File: src/rtl/mux_arbiter8_sefunmi.sv
// rtl/mux_arbiter8_sefunmi.sv - round-robin owner arbiter for a shared 8-to-1 mux
//
// Ports:
//   clk         rising-edge clock
//   rst_n       synchronous active-low reset
//   req[7:0]    per-requester access request, bit i = requester i
//   done        owner releases the mux (only looked at while granting)
//   grant[7:0]  one-hot owner, zero when nobody owns the mux
//   mux_select  index of the owner, held through release and idle
//   mux_enable  mux enable, high only while granting
//   busy        high while granting and during the release cycle
//   preempt     one-cycle pulse in release when the hold limit forced it
module mux_arbiter8_sefunmi #(
    parameter int MAX_HOLD = 15
) (
    input  logic       clk,
    input  logic       rst_n,
    input  logic [7:0] req,
    input  logic       done,
    output logic [7:0] grant,
    output logic [2:0] mux_select,
    output logic       mux_enable,
    output logic       busy,
    output logic       preempt
);

    typedef enum logic [1:0] {
        ST_IDLE    = 2'd0,
        ST_GRANT   = 2'd1,
        ST_RELEASE = 2'd2
    } state_t;

    // Hold counter starts at 0 on the first grant cycle, so reaching
    // MAX_HOLD-1 marks the last allowed cycle.
    localparam logic [3:0] HOLD_LAST = 4'(MAX_HOLD - 1);

    state_t     state_q, state_d;
    logic [2:0] ptr_q, ptr_d;
    logic [3:0] hold_q, hold_d;
    logic [7:0] grant_q, grant_d;
    logic [2:0] mux_select_q, mux_select_d;
    logic       mux_enable_q, mux_enable_d;
    logic       busy_q, busy_d;
    logic       preempt_q, preempt_d;

    logic       found;
    logic [2:0] pick;
    logic [2:0] cand;
    logic       owner_req;
    logic       hold_hit;
    logic       release_now;

    // Round-robin search: ptr+1 first, ptr itself last. 3-bit add wraps 7 -> 0.
    always_comb begin
        found = 1'b0;
        pick  = ptr_q;
        cand  = ptr_q;
        for (int i = 1; i <= 8; i++) begin
            cand = ptr_q + 3'(i);
            if (!found && req[cand]) begin
                found = 1'b1;
                pick  = cand;
            end
        end
    end

    assign owner_req   = req[mux_select_q];
    assign hold_hit    = (hold_q == HOLD_LAST);
    assign release_now = done || !owner_req || hold_hit;

    always_comb begin
        state_d      = state_q;
        ptr_d        = ptr_q;
        hold_d       = hold_q;
        grant_d      = grant_q;
        mux_select_d = mux_select_q;
        mux_enable_d = mux_enable_q;
        busy_d       = busy_q;
        preempt_d    = 1'b0;

        case (state_q)
            ST_IDLE: begin
                grant_d      = 8'h00;
                mux_enable_d = 1'b0;
                busy_d       = 1'b0;
                if (found) begin
                    state_d      = ST_GRANT;
                    hold_d       = 4'd0;
                    mux_select_d = pick;
                    grant_d      = 8'h01 << pick;
                    mux_enable_d = 1'b1;
                    busy_d       = 1'b1;
                end
            end
            ST_GRANT: begin
                if (release_now) begin
                    state_d      = ST_RELEASE;
                    ptr_d        = mux_select_q;
                    grant_d      = 8'h00;
                    mux_enable_d = 1'b0;
                    busy_d       = 1'b1;
                    // Only a pure hold-limit exit counts as preemption.
                    preempt_d    = hold_hit && !done && owner_req;
                end else begin
                    hold_d = hold_q + 4'd1;
                end
            end
            ST_RELEASE: begin
                state_d      = ST_IDLE;
                grant_d      = 8'h00;
                mux_enable_d = 1'b0;
                busy_d       = 1'b0;
            end
            default: begin
                state_d      = ST_IDLE;
                grant_d      = 8'h00;
                mux_enable_d = 1'b0;
                busy_d       = 1'b0;
            end
        endcase
    end

    always_ff @(posedge clk) begin
        if (!rst_n) begin
            state_q      <= ST_IDLE;
            ptr_q        <= 3'd7;
            hold_q       <= 4'd0;
            grant_q      <= 8'h00;
            mux_select_q <= 3'd0;
            mux_enable_q <= 1'b0;
            busy_q       <= 1'b0;
            preempt_q    <= 1'b0;
        end else begin
            state_q      <= state_d;
            ptr_q        <= ptr_d;
            hold_q       <= hold_d;
            grant_q      <= grant_d;
            mux_select_q <= mux_select_d;
            mux_enable_q <= mux_enable_d;
            busy_q       <= busy_d;
            preempt_q    <= preempt_d;
        end
    end

    assign grant      = grant_q;
    assign mux_select = mux_select_q;
    assign mux_enable = mux_enable_q;
    assign busy       = busy_q;
    assign preempt    = preempt_q;

endmodule
File: config.mk
export PLATFORM = sky130hd
export DESIGN_NAME = mux_arbiter8_sefunmi
export DESIGN_NICKNAME = d
export VERILOG_FILES = /design/src/rtl/mux_arbiter8_sefunmi.sv
export SDC_FILE = /design/constraint.sdc
export NUM_CORES = 1
export LEC_CHECK = 0
export BUFFER_PORTS_ARGS = -buffer_cell sky130_fd_sc_hd__buf_2
export CORE_MARGIN = 1.5
export CORE_UTILIZATION = 40
export DETAILED_ROUTE_END_ITERATION = 8
export GPL_TIMING_DRIVEN = 0
export HOLD_SLACK_MARGIN = 0.05
export PLACE_DENSITY = 0.67
export SYNTH_ARGS = -nofsm -noshare
export SYNTH_HDL_FRONTEND = slang
export SYNTH_SLANG_ARGS = --single-unit
File: constraint.sdc
create_clock -name clk -period 7.1 [get_ports clk]
set_input_delay 0.71 -clock clk [delete_from_list [all_inputs] [get_ports clk]]
set_output_delay 0.71 -clock clk [all_outputs]
set_load 0.05 [all_outputs]
==> results of run 1 <==
## flip-flops by register name (all words and copies together) (netlist names)
name and flops:
busy 1, grant 8, hold_q 4, mux_enable 1, mux_select 3, preempt 1
ptr_q 3, state_q 2
## stage by stage
step	hold WS (ps)	setup slack [ps]	power (W)	instances	utilization
after floorplan	478	4010	0.000753	197	-
after global placement	443	3550	0.000872	275	0.454
after detailed placement	448	3510	0.000879	275	0.454
after CTS	462	3490	0.000961	279	0.463
after global routing	496	3240	0.00103	279	0.463
final	459	3500	0.000960	279	0.463
## path summary, 6_finish.rpt
check / from / endpoint / slack [ps] / depth (start not counted)
worst min-delay path: mux_enable / mux_enable / 460 / 2
worst max-delay path: ptr_q[1] / grant[2] / 3500 / 12
worst max register to register: ptr_q[1] / grant[2] / 3500 / 12
worst min register to register: mux_enable / mux_enable / 460 / 2
## layer usage
| layer | GRT usage | share of wire | vias up |
|---|---|---|---|
| li1 | - | - | 820 |
| met1 | 0.243 | 0.47 | 787 |
| met2 | 0.283 | 0.49 | 25 |
| met3 | 0.0138 | 0.022 | 5 |
| met4 | 0.0587 | 0.012 | 0 |
| met5 | 0 | 0 | - |
## critical path: stages (launching register included)
cell and delay (ps):
dfxtp_1 450, buf_4 250, inv_1 140, ha_1 320
buf_6 140, mux2i_1 310, mux2i_1 150, o221ai_2 380
mux2_2 380, a31o_1 220, a211oi_2 380, nor3b_2 270
a22o_1 140
## kinds of logic (layout without fill, tap and decap cells)
logic type,count (synthesis),count (layout)
AOI/OAI and AO/OA,47,47
xor gates and xnor gates,8,8
adders and majority gates,4,4
buffers and inverters,14,42
DFF,23,23
muxes,35,35
and+or+nand+nor,66,66
## cell usage in the layout (no fill, tap or decap), types with 4 or more instances in the layout
master / n
mux2i_1: 21
buf_6: 4
a31oi_1: 4
nand2_1: 19
buf_2: 26
dfxtp_1: 23
nor2_1: 15
ha_1: 4
a21oi_1: 8
mux2_2: 5
inv_1: 4
nand3_1: 5
nor3_1: 4
o21ai_0: 5
mux4_2: 7
a22o_1: 9
## final cells by class
cell class | instances | area, µm²
Inverter | 5 | 18.8
Tap cell | 54 | 67.6
Buffer | 9 | 70.1
Clock inverter | 1 | 5.00
Multi-Input combinational cell | 160 | 1390
Fill cell | 467 | 2520
Timing Repair Buffer | 24 | 120
Sequential cell | 23 | 460
Clock buffer | 3 | 41.3
## power by group through the flow
stage	Sequential [W]	Clock (W)	Combinational, W
2_1_floorplan	0.000257	0	0.000496
3_3_place_gp	0.000188	0	0.000684
3_5_place_dp	0.000188	0	0.000690
4_1_cts	0.000186	0.0000817	0.000694
5_1_grt	0.000190	0.0000854	0.000751
6_report	0.000185	0.0000800	0.000694
==> flow_summary_export.csv, run 1 <==
group,metric,value,unit
place,io_buffers,24,
setup_path,critPathArrivalTime,3810,ps
floorplan,ioPinCount,25,
synth,synth_edf_count,0,
setup_path,cp_max_fo,10,
power_and_ir_drop,vdd_ir_drop_max,0.209,mV
finish,num-nets-final,241,
job,drv_cap,0,
grt,grt_use_total,0.174,
finish,antennaDiodeCount,0,
synth,ys_types,59,
synth,synth_xor_area_frac,0.0613,
floorplan,die_w,72.7,µm
cts,cts.hold.buffers_added,0,
timing,hold_viol_final,0,
synth,synth_compound_area_frac,0.209,
synth,syn_avg_cell_area,9.85,µm²
setup_path,crit_path_start_kind,"register",
timing,fmax,278,MHz
grt,gr-total-overflow,0,
timing,skew,6.40,ps
finish,fin_area,2170,µm²
cts,ctsResizeCount,0,
synth,seq_area_frac_synth,0.237,
routing,finalWirelength,4430,µm
synth,synth_flop_cell,"dfxtp_1",
finish,syn_to_final_growth,12.1,%
power_and_ir_drop,p_per_area,441,nW/µm²
synth,synth.area.mux_share,0.236,
cts,cts_num_sinks,23,
routing,vias,1637,
synth,synth_most_common_cell,"dfxtp_1",
min_path,hold_path.class,"reg2reg",
power_and_ir_drop,pwr-share-seq,0.193,
synth,synth_top_family_by_area,"multiplexers",
synth,netlist_instances,197,
floorplan,die_h,72.7,µm
floorplan,num_rows,25,
synth,synth_top_area_frac,0.237,
synth,synth_fp_nets,212,
setup_path,critPathCaptureType,"register",
power_and_ir_drop,swShare,0.500,
cts,cts_tree,"built",
routing,viasPerCell,5.87,
place,place_area,2130,µm²
synth,synth_area,1940,µm²
cts,cts_setup_buffers,0,
power_and_ir_drop,internal_power,0.000480,W
timing,setup_viol,0,
timing,rsz0062_at_grt,"false",
floorplan,start_util,0.414,
synth,synthArstFlopShare,0,
floorplan,dieArea,5280,µm²
power_and_ir_drop,comb_power_share,0.724,
timing,slew_headroom,0.652,
timing,period_needed,3600,ps
synth,synthTopCellsByCount,"dfxtp_1, mux2i_1, nand2_1, nor2_1, a22o_1",
run_status,status,"completed",
cts,htreeDepth,1,
cts,cts_root_buffer,"clkbuf_8",
timing,setup_tns,0,ps
grt,grt_pass1_wl,7340,µm
grt,grt_pass1_vias,1513,
routing,route.detailed.drc,0,
power_and_ir_drop,pwr-share-clk,0.083,
synth,synth_area_leader_cell,"dfxtp_1",
routing,firstDrtPassIters,4,
synth,synth_adder_area_share,0.0258,
synth,yosys-top-cells-area,"dfxtp_1, mux2i_1, mux4_2, a22o_1, nand2_1",
cts,cts_max_path_buffers,2,
grt,antenna_found_initial,0,
synth,synth_simple_gate_area_frac,0.185,
grt,grt_max_degree,14,
routing,first_iter_violations,97,
floorplan,design.core.area,4690,µm²
synth,synth-seq-cells,23,
power_and_ir_drop,p_leak,0.889,nW
setup_path,required,7310,ps
place,gp_congestion,0.856,
cts,clk_latency,260,ps
place,dp_hpwl,3450,µm
timing,slew_violations,0,
synth,yosysWarnings,0,
cts,cts_inserted_buffers,3,
timing,min_period_over_period,0.507,
routing,wl_per_cell,15.9,µm
power_and_ir_drop,power_switching,0.000480,W
finish,drive_gt1_frac,0.302,
setup_path,worstSetupPathType,"reg2reg",
timing,worst_pin_slew,517,ps
cts,clk_pin_slew,80,ps
routing,antenna_left,0,
(Power assumes the default switching activity.)
==> run 2, diff against run 1 <==
--- a/config.mk
+++ b/config.mk
@@ -5,13 +5,14 @@
 export SDC_FILE = /design/constraint.sdc
 export NUM_CORES = 1
 export LEC_CHECK = 0
+export ABC_AREA = 1
 export BUFFER_PORTS_ARGS = -buffer_cell sky130_fd_sc_hd__buf_2
 export CORE_MARGIN = 1.5
 export CORE_UTILIZATION = 40
 export DETAILED_ROUTE_END_ITERATION = 8
 export GPL_TIMING_DRIVEN = 0
 export HOLD_SLACK_MARGIN = 0.05
-export PLACE_DENSITY = 0.67
+export PLACE_DENSITY = 0.69
 export SYNTH_ARGS = -nofsm -noshare
 export SYNTH_HDL_FRONTEND = slang
 export SYNTH_SLANG_ARGS = --single-unit
==> constraint.sdc (replaced) <==
create_clock -name clk -period 3.3 [get_ports clk]
set_input_delay 0.33 -clock clk [delete_from_list [all_inputs] [get_ports clk]]
set_output_delay 0.33 -clock clk [all_outputs]
set_load 0.05 [all_outputs]
==> flow_summary_export.csv, run 2 <==
group,metric,value,unit
run_status,status,"completed",
synth,yosysWarnings,0,
finish,n_fill_cell,441,
synth,synth_fp_nets,298,
floorplan,die_h,70.1,µm
setup_path,crit_family,"simple AND/OR/NAND/NOR gates",
cts,clk_latency,260,ps
synth,synth_top_area_frac,0.255,
power_and_ir_drop,swShare,0.577,
timing,slew_violations,0,
cts,cts.hold.buffers_added,0,
synth,yosys-top-cells-area,"dfxtp_1, nand2_1, nand3_1, nand2_2, inv_1",
setup_path,required,3500,ps
cts,cts_num_sinks,23,
routing,vias,1793,
grt,grt_pass1_wl,7080,µm
timing,worst_pin_slew,408,ps
synth,synth_flop_cell,"dfxtp_1",
setup_path,cp_cell_sequence,"buf_2 -> inv_2 -> ha_1 -> inv_2 -> nand3_1 -> nand2_1 -> nand2_1 -> nand2_2 -> nand3_2 -> nor2_4 -> nand4_4 -> nand3_1 -> nand2_1 -> a21oi_1 -> nand2_1 -> a21oi_1",
synth,synth_area_leader_cell,"dfxtp_1",
routing,first_iter_violations,133,
setup_path,crit_path_start_kind,"register",
timing,rsz0062_at_grt,"false",
setup_path,slowest_stage,"ha_1",
grt,grt_pass1_vias,1611,
floorplan,ioPinCount,25,
synth,synthTopCellsByCount,"nand2_1, nand3_1, dfxtp_1, inv_1, nor2_1",
power_and_ir_drop,comb_power_share,0.729,
synth,synthArstFlopShare,0,
cts,cts_tree,"built",
synth,synth-seq-cells,23,
place,dp_hpwl,3400,µm
floorplan,start_util,0.414,
floorplan,die_w,70.1,µm
grt,grt_use_total,0.174,
cts,cts_inserted_buffers,3,
routing,wl_per_cell,11.4,µm
setup_path,cp_max_fo,8,
finish,num-nets-final,327,
power_and_ir_drop,p_leak,0.999,nW
grt,gr-total-overflow,0,
place,place_area,1990,µm²
synth,ys_types,34,
cts,ctsResizeCount,0,
power_and_ir_drop,vdd_ir_drop_max,0.597,mV
power_and_ir_drop,pwr-share-seq,0.190,
synth,netlist_instances,283,
grt,antenna_found_initial,0,
timing,whs,314,ps
finish,largest_register_ffs,8,
floorplan,design.core.area,4350,µm²
timing,min_period_over_period,0.839,
setup_path,critPathCaptureType,"register",
routing,firstDrtPassIters,4,
finish,fin_area,2030,µm²
cts,clk_pin_slew,80,ps
setup_path,worst_path_largest_cell_delay,430,ps
finish,final_common_cell,"nand2_1",
routing,viasPerCell,4.94,
setup_path,critPathArrivalTime,2970,ps
synth,syn_avg_cell_area,6.37,µm²
power_and_ir_drop,pwr-share-clk,0.081,
power_and_ir_drop,power_switching,0.00123,W
timing,fmax,361,MHz
place,io_buffers,24,
cts,cts_root_buffer,"clkbuf_8",
finish,drive_gt1_frac,0.257,
finish,antennaDiodeCount,0,
timing,setup_tns,0,ps
cts,cts_max_path_buffers,2,
min_path,hold_path.class,"in2reg",
routing,route.detailed.drc,0,
timing,hold_viol_final,0,
timing,slew_headroom,0.728,
timing,skew,1.51,ps
floorplan,dieArea,4920,µm²
job,drv_cap,0,
setup_path,worstSetupPathType,"reg2reg",
finish,final_core_util,0.467,
synth,synth_most_common_cell,"nand2_1",
timing,setup_viol,0,
setup_path,critPathBufInv,3,
finish,layout_common_cells,"nand2_1, nand3_1, buf_2",
power_and_ir_drop,p_per_area,1050,nW/µm²
floorplan,num_rows,24,
synth,synth_area,1800,µm²
timing,period_needed,2770,ps
synth,synth_edf_count,0,
setup_path,cp_common_cell,"nand2_1",
cts,cts_setup_buffers,0,
finish,syn_to_final_growth,12.8,%
routing,finalWirelength,4120,µm
power_and_ir_drop,internal_power,0.000903,W
place,gp_congestion,0.844,
cts,htreeDepth,1,
synth,seq_area_frac_synth,0.255,
routing,antenna_left,0,
grt,grt_max_degree,13,
-- run 2: tightest hold or removal path, delay by kind of cell --
family                 cells  cell delay [ps]
buffers and inverters      1               70
and+or+nand+nor            3              130
-- run 2: cell type report --
cell class | instances | area, µm² | share of cell area
buffer | 5 | 38.8 | 0.0191
sequential | 23 | 460 | 0.226
clock buffer | 4 | 45.0 | 0.0222
timing repair buffer | 24 | 120 | 0.0591
tap | 52 | 65.1 | 0.0320
inverter | 34 | 130 | 0.0640
multi-input combinational | 221 | 1170 | 0.577
-- run 2: power groups by stage --
stage                     Sequential, W  Combinational (W)  Clock, W
after floorplan                0.000604            0.00107         0
after global placement         0.000411            0.00154         0
after detailed placement       0.000412            0.00156         0
after CTS                      0.000407            0.00157  0.000178
after global routing           0.000417            0.00174  0.000185
final                          0.000406            0.00156  0.000172
-- run 2: worst paths after layout --
path | startpoint | to | slack [ps] | depth (start not counted)
worst max-delay path | ptr_q[1] | grant[5] | 530 | 16
worst min-delay path | done | preempt | 310 | 4
worst max register to register | ptr_q[1] | grant[5] | 530 | 16
worst min register to register | grant[1] | grant[1] | 470 | 2
-- run 2: kinds of logic (layout without fill, tap and decap cells) --
family / after synthesis / after routing / share of synthesized area
AO/OA/AOI/OAI: 35 / 35 / 0.117
flip-flops: 23 / 23 / 0.255
AND/OR/NAND/NOR: 178 / 178 / 0.482
adder cells (fa/ha/maj): 4 / 4 / 0.0278
buffers and inverters: 39 / 67 / 0.0937
XOR/XNOR: 4 / 4 / 0.0236
-- run 2: stage by stage --
step	setup slack, ps	total power (W)	std cells
5_1_grt	223	0.00234	363
3_5_place_dp	539	0.00197	359
6_report	530	0.00214	363
3_3_place_gp	579	0.00195	359
2_1_floorplan	997	0.00167	283
4_1_cts	509	0.00215	363
-- run 2: per-layer routing --
metal | global-route usage | routed length, µm
met1 | 0.237 | 2000
met5 | 0 | 0
met3 | 0.0130 | 90
met4 | 0.0385 | 38
met2 | 0.303 | 1990
